===== src/rtl/addsub_pkg.sv =====
// Shared types and constants for the 4-bit add/sub sequencer and its register file.
package addsub_pkg;

  localparam int unsigned DATA_W = 4;
  localparam int unsigned FLAG_W = 4;

  localparam int unsigned FLAG_N = 3;
  localparam int unsigned FLAG_Z = 2;
  localparam int unsigned FLAG_C = 1;
  localparam int unsigned FLAG_V = 0;

  typedef enum logic [1:0] {
    OP_ADD = 2'b00,
    OP_SUB = 2'b01,
    OP_LDI = 2'b10,
    OP_CMP = 2'b11
  } op_e;

  typedef enum logic [1:0] {
    IDLE = 2'b00,
    EXEC = 2'b01,
    WB   = 2'b10
  } state_e;

  // V compares against the operand the stage actually adds, i.e. B after the mode inversion.
  function automatic logic [FLAG_W-1:0] calc_flags(input logic [DATA_W-1:0] a,
                                                   input logic [DATA_W-1:0] b,
                                                   input logic              m,
                                                   input logic [DATA_W-1:0] result,
                                                   input logic              carry);
    logic [DATA_W-1:0] bp;
    logic [FLAG_W-1:0] f;
    bp        = b ^ {DATA_W{m}};
    f         = '0;
    f[FLAG_N] = result[DATA_W-1];
    f[FLAG_Z] = (result == '0);
    f[FLAG_C] = carry;
    f[FLAG_V] = (a[DATA_W-1] == bp[DATA_W-1]) && (result[DATA_W-1] != a[DATA_W-1]);
    return f;
  endfunction

endpackage


===== src/rtl/addsub_regfile.sv =====
// NREG x 4-bit register file: two operand read ports, a debug read port, one write port.
module addsub_regfile
  import addsub_pkg::*;
#(
  parameter int unsigned NREG = 4,
  parameter int unsigned AW   = $clog2(NREG)
) (
  input  logic              clk,
  input  logic              reset,
  input  logic              we,
  input  logic [AW-1:0]     waddr,
  input  logic [DATA_W-1:0] wdata,
  input  logic [AW-1:0]     raddr_a,
  output logic [DATA_W-1:0] rdata_a,
  input  logic [AW-1:0]     raddr_b,
  output logic [DATA_W-1:0] rdata_b,
  input  logic [AW-1:0]     raddr_d,
  output logic [DATA_W-1:0] rdata_d
);

  logic [DATA_W-1:0] regs [NREG];

  always_ff @(posedge clk or posedge reset) begin
    if (reset) begin
      for (int i = 0; i < int'(NREG); i++) begin
        regs[i] <= '0;
      end
    end else if (we) begin
      regs[waddr] <= wdata;
    end
  end

  assign rdata_a = regs[raddr_a];
  assign rdata_b = regs[raddr_b];
  assign rdata_d = regs[raddr_d];

endmodule


===== src/rtl/addsub_operand_sequencer.sv =====
// Command sequencer around the external 4-bit add/sub stage: IDLE accepts and reads operands,
// EXEC samples the stage, WB writes back and updates flags.
module addsub_operand_sequencer
  import addsub_pkg::*;
#(
  parameter int unsigned NREG = 4,
  parameter int unsigned AW   = $clog2(NREG)
) (
  input  logic              clk,
  input  logic              reset,
  input  logic              cmd_valid,
  output logic              cmd_ready,
  input  logic [1:0]        cmd_op,
  input  logic [AW-1:0]     cmd_dst,
  input  logic [AW-1:0]     cmd_srca,
  input  logic [AW-1:0]     cmd_srcb,
  input  logic [DATA_W-1:0] cmd_imm,
  output logic [DATA_W-1:0] stage_av,
  output logic [DATA_W-1:0] stage_bv,
  output logic              stage_m,
  input  logic [DATA_W-1:0] stage_result,
  input  logic              stage_cout,
  output logic              done,
  output logic [FLAG_W-1:0] flags,
  input  logic [AW-1:0]     rd_addr,
  output logic [DATA_W-1:0] rd_data
);

  state_e            state_q, state_d;
  op_e               op_q;
  logic [AW-1:0]     dst_q;
  logic [DATA_W-1:0] imm_q;
  logic [DATA_W-1:0] av_q, bv_q;
  logic              m_q;
  logic [DATA_W-1:0] result_q;
  logic              carry_q;
  logic [FLAG_W-1:0] flags_q;

  logic              accept;
  logic              we;
  logic [DATA_W-1:0] wdata;
  logic [DATA_W-1:0] rdata_a, rdata_b;
  op_e               cmd_op_e;

  assign cmd_op_e = op_e'(cmd_op);

  addsub_regfile #(
    .NREG (NREG),
    .AW   (AW)
  ) u_regfile (
    .clk     (clk),
    .reset   (reset),
    .we      (we),
    .waddr   (dst_q),
    .wdata   (wdata),
    .raddr_a (cmd_srca),
    .rdata_a (rdata_a),
    .raddr_b (cmd_srcb),
    .rdata_b (rdata_b),
    .raddr_d (rd_addr),
    .rdata_d (rd_data)
  );

  always_comb begin
    state_d   = state_q;
    cmd_ready = 1'b0;
    done      = 1'b0;
    we        = 1'b0;
    wdata     = result_q;
    unique case (state_q)
      IDLE: begin
        cmd_ready = ~reset;
        if (cmd_valid) state_d = EXEC;
      end
      EXEC: state_d = WB;
      WB: begin
        done    = 1'b1;
        we      = (op_q != OP_CMP);
        wdata   = (op_q == OP_LDI) ? imm_q : result_q;
        state_d = IDLE;
      end
      default: state_d = IDLE;
    endcase
  end

  assign accept = (state_q == IDLE) && cmd_valid;

  always_ff @(posedge clk or posedge reset) begin
    if (reset) begin
      state_q  <= IDLE;
      op_q     <= OP_ADD;
      dst_q    <= '0;
      imm_q    <= '0;
      av_q     <= '0;
      bv_q     <= '0;
      m_q      <= 1'b0;
      result_q <= '0;
      carry_q  <= 1'b0;
      flags_q  <= '0;
    end else begin
      state_q <= state_d;
      // Operands are read at accept time, so dst==src uses the pre-write value.
      if (accept) begin
        op_q  <= cmd_op_e;
        dst_q <= cmd_dst;
        imm_q <= cmd_imm;
        av_q  <= rdata_a;
        bv_q  <= rdata_b;
        m_q   <= (cmd_op_e == OP_SUB) || (cmd_op_e == OP_CMP);
      end
      if (state_q == EXEC) begin
        result_q <= stage_result;
        carry_q  <= stage_cout;
      end
      if ((state_q == WB) && (op_q != OP_LDI)) begin
        flags_q <= calc_flags(av_q, bv_q, m_q, result_q, carry_q);
      end
    end
  end

  assign stage_av = av_q;
  assign stage_bv = bv_q;
  assign stage_m  = m_q;
  assign flags    = flags_q;

endmodule

===== config.mk =====
export PLATFORM = sky130hd
export DESIGN_NAME = addsub_operand_sequencer
export DESIGN_NICKNAME = d
export VERILOG_FILES = /design/src/rtl/addsub_pkg.sv /design/src/rtl/addsub_regfile.sv /design/src/rtl/addsub_operand_sequencer.sv
export SDC_FILE = /design/constraint.sdc
export NUM_CORES = 1
export LEC_CHECK = 0
export ABC_CLOCK_PERIOD_IN_PS = 3750
export BUFFER_PORTS_ARGS = -buffer_cell sky130_fd_sc_hd__buf_2
export CORE_MARGIN = 2
export CORE_UTILIZATION = 35
export CTS_CLUSTER_DIAMETER = 150
export CTS_CLUSTER_SIZE = 30
export DETAILED_ROUTE_END_ITERATION = 16
export GPL_TIMING_DRIVEN = 0
export HOLD_SLACK_MARGIN = 0.15
export PLACE_DENSITY = 0.52
export SLEW_MARGIN = 20
export SYNTH_ARGS = -nofsm -noshare
export SYNTH_HDL_FRONTEND = slang
export SYNTH_SLANG_ARGS = --single-unit

===== constraint.sdc =====
create_clock -name clk -period 3.75 [get_ports clk]
set_input_delay 0.75 -clock clk [delete_from_list [all_inputs] [get_ports clk]]
set_output_delay 0.75 -clock clk [all_outputs]
set_load 0.02 [all_outputs]

# ---- Yosys cells after proc, flatten, opt, wreduce, memory -nomap -nowiden
# Index checks and enable logic that the tools add are counted.
dict set report totals {
  in_bits 22
  ff_bits 44
  output_inout_bits 19
  elab_cells 61
}
dict set report classes {
  reduce_logical 7
  mux 19
  n_eq_ne 10
  n_bitwise 6
  magnitude_cmp 5
}
# cell count
set op_table {}
lappend op_table {{2-to-1 mux 4 bit} 9}
lappend op_table {{binary-select mux 4 bit (select 2 bit)} 3}
lappend op_table {{bitwise mux 16 bit} 1}
lappend op_table {{greater-or-equal comparator 3 bit, second input constant} 4}
lappend op_table {{inverter 2 -> 3 bit} 4}
lappend op_table {{demux 4 bit (select 2 bit)} 1}
lappend op_table {{== test 2 bit, second input constant} 3}
lappend op_table {{inequality test 2 bit, second input constant} 3}
lappend op_table {{== test 2 x 1 -> 1 bit, second input constant} 2}
lappend op_table {{logical AND 1 bit} 4}
lappend op_table {{zero test 4 bit} 1}
lappend op_table {{case mux 2 bit (2 select lines)} 1}
lappend op_table {{bitwise XOR 4 bit} 1}
lappend op_table {{< comparator 3 x 1 -> 1 bit, second input constant} 1}
lappend op_table {{2-to-1 mux 1 bit} 3}
lappend op_table {{zero test 2 bit} 1}
lappend op_table {{2-to-1 mux 2 bit} 1}
lappend op_table {{== test 1 bit} 1}
lappend op_table {{logical OR 1 bit} 1}
lappend op_table {{inequality test 1 bit} 1}
lappend op_table {{inverter 1 bit} 1}

# ---- Longest topological paths before layout
dict set report depth {
  ltp_word 6
  mapped_depth 5
  ltp_nobuf 4
}

# ---- Cells and area by module
# From an unflattened synthesis, not the netlist that was laid out.
dict set report unflattened {
  cells_unflattened 127
  hier_area_um2 2079.5
}
# module seq_area_each_um2 cells_per_inst instances area_per_inst_um2
set modules_own_cells {}
lappend modules_own_cells {addsub_operand_sequencer 700.7 78 1 1174.9}
lappend modules_own_cells {addsub_regfile 400.4 49 1 904.6}

# ---- Worst setup path before layout
# No wires, ideal clock.
dict set report synth_path {
  kind {input port to output port}
  startpoint {in rd_addr[0]}
  endpoint {out rd_data[0]}
  path_buffers 0
  cell_stages 1
  arrival_ps 1296
  slack_ps 1704
  cell_sequence {mux4_2}
}
dict set report synth_via {
  elab_chain_len 4
}
# item line
set synth_lines {}
lappend synth_lines {{start, declared} addsub_operand_sequencer.sv:25} ;# input logic [AW-1:0] rd_addr,
lappend synth_lines {{inverter 2 -> 3 bit (not written as such)} addsub_regfile.sv:35} ;# assign rdata_d = regs[raddr_d];
lappend synth_lines {{binary-select mux 4 bit (select 2 bit)} addsub_regfile.sv:35}
lappend synth_lines {{2-to-1 mux 4 bit (not written as such) (2 in series)} addsub_regfile.sv:35}
lappend synth_lines {{end, declared} addsub_operand_sequencer.sv:26} ;# output logic [DATA_W-1:0] rd_data
# No other way between the ends. The select of a mux whose other input is x is not followed.

# ---- Worst setup path after layout
# Ends and elaborated chain as after synthesis.

==> results.txt <==
Worst path cell trace - buf_2 -> mux4_2 -> buf_2
Die height - 80.9 µm
TNS Setup - 0 ps
RSZ-0062 raised after global routing - false
Critical Path End Type - primary output
Pwr dens - 726 mW/mm²
Overall Power - 1.80 mW
Post-route cell area - 0.00248 mm²
Layout cell share with drive strength beyond 1 - 0.634
Wire per inst - 16.5 µm
Total Routed Length - 4.14 mm
Worst-path clk slew - 80 ps
Synth warn - 0
Fmax - 427 MHz
Pre-CTS WS - 1400 ps
Overflow after GRT - 0
Fin Clk Skew - 6.40 ps
# setup viols final - 0
First-pass GRT wire length - 6.60 mm
Internal power - 1.19 mW
Final setup margin - 1410 ps
Number of diodes - 0
CTS Hold Bufs - 0
Combinational fraction of design power - 0.366
Syn Nets - 148
Cells after DPL - 242
Slew margin rel. - 0.695
Post-route DRC - 0
Worst Hold Class - input pin to async pin
Vias in the first global route - 1,344
Status - completed
Type of the worst setup path - input pin to primary output
CTS root buffer - clkbuf_8
Synth top area share - 0.532
Most used cell, CP - buf_2
Worst-skew pair later-pin latency - 290 ps
Synthesized netlist cell count - 126
Pins Over Slew Limit - 0
Die W - 80.9 µm
RePlAce Congestion - 0.827
Max-cap violations - 0
Dominant cells by area after synthesis - dfrtp_1 53%, mux2_2 21%, mux4_2 13%, mux2_4 2.9%, nor4b_4 1.1%
Sinks on Clock Net - 44
CTS tree - yes
Async S/R FF share, synth - 1.00
CP max stage delay - 510 ps
Antenna Nets Post-Route - 0
Clk pwr share - 0.169
CP max-delay cell - mux4_2
Reg-to-reg slack, setup - 2190 ps
Final core utilization - 0.426
Crit path launch type - input pin
Number of synthesized register bits - 44
Reg2reg end - flags[0]
Leak - 1.11 nW
Net Switching - 0.613 mW
Final Cycle Share - 0.625
Data arrival, critical path - 1590 ps
I/O pin count - 41
Area Overhead vs Synth - 19.7%
Synth Flop Type - dfrtp_1
Initial Util - 0.356
Post-layout nets - 196
Max clock buf depth - 2
Vias/cell - 5.06
Leading cell type by number of instances after synthesis - dfrtp_1
Hpwl dp - 3.18 mm
Row cnt - 28
Port bufs - 40
H-tree levels - 2
VDD IR max - 0.220 mV
Post-synth EDFFs - 0
Die Area - 0.00654 mm²
Seq pwr share - 0.465
Gr usage total - 0.134
Hold Fails Final Rpt - 0
# Post-CTS Setup Buffers - 0
Core area - 0.00582 mm²
Reg2Reg Depth - 3
Vias - 1,265
Drt first pass iters - 4
Seq/Total Area, Yosys - 0.532
Initial antenna violation count - 0
Num CTS Buffers - 5
Min Clock Period, post-route - 2340 ps
Top cells by count, synth - 44 x dfrtp_1, 39 x mux2_2, 12 x mux4_2
Worst EP required - 3000 ps
Library cells used by synthesis - 24
Area leader, netlist - dfrtp_1
Least-Margin Pin Slew - 458 ps
Starting DRT DRC Count - 75
Sw frac - 0.341
Syn Std Cell Area - 0.00207 mm²
Crit Path Max Fanout - 4
Hold slack - 393 ps
CTS resizes - 0
Post-DP Area - 0.00238 mm²
Finished Layout Cells - 250
Syn_area_per_cell - 16.4 µm²
Largest net degree at the start of global routing - 35
Worst r2r src - state_q[0]
## power groups by stage
stage	logic, mW	clock network, mW	registers (mW)
after floorplan	0.422	0	0.865
after global placement	0.651	0	0.825
after detailed placement	0.669	0	0.847
after CTS	0.671	0.314	0.841
after global routing	0.706	0.333	0.869
final	0.659	0.304	0.837
## state kept, by name, indices dropped and copies added, names as in the netlist
signal,cells
carry_q,1
dst_q,2
flags,4
imm_q,4
op_q,2
result_q,4
stage_av,4
stage_bv,4
stage_m,1
state_q,2
u_regfile.regs,16
## cells by family after synthesis
kind of cell,synth area share
compound gates,0.00725
xor+xnor,0.00423
simple gates,0.0580
flops,0.532
buf+inv,0.0163
mux,0.382
## how the worst max path moves through the flow
| stage | startpoint | to | slack (ps) | cells after the start |
|---|---|---|---|---|
| after floorplan | rd_addr[0] | rd_data[0] | 1700 | 1 |
| after global placement | rd_addr[0] | rd_data[0] | 1400 | 3 |
| after detailed placement | rd_addr[0] | rd_data[0] | 1400 | 3 |
| after CTS | rd_addr[0] | rd_data[0] | 1400 | 3 |
| after global routing | rd_addr[0] | rd_data[0] | 1380 | 3 |
| final | rd_addr[0] | rd_data[0] | 1410 | 3 |
## layer usage
layer / vias up / GRT usage / part of all wire
li1: 577 / - / -
met1: 648 / 0.168 / 0.42
met2: 32 / 0.221 / 0.52
met3: 8 / 0.0311 / 0.046
met4: 0 / 0.0627 / 0.019
met5: - / 0 / 0
## cell type report
type	count	area, µm²
inverters	4	15.0
repair buffers	41	220
flip-flops and latches	44	1100
well taps	75	93.8
clock buffers	7	86.3
fillers	553	3340
plain buffers	3	18.8
multi-input cells	75	935
clock inverters	1	7.51
## cells in the final DEF (no fill, tap or decap), drive strengths merged
| master | count |
|---|---|
| dfrtp | 44 |
| mux2 | 44 |
| buf | 43 |
| mux4 | 12 |
| clkbuf | 8 |
| inv | 4 |
| nand2b | 3 |
| nand2 | 2 |
| nand4b | 2 |
| o21ai | 2 |
| nor3b | 1 |
| and4bb | 1 |
| nor4b | 1 |
| nand4 | 1 |
| a21oi | 1 |
| nor2b | 1 |
| nor3 | 1 |
| xor2 | 1 |
| mux2i | 1 |
| nor4 | 1 |
| clkinvlp | 1 |
## critical path, delay by kind of cell
kind / cells / cell delay (ps)
buffers and inverters: 2 / 330
muxes: 1 / 510
No activity file was read; power rests on OpenSTA's default activity.
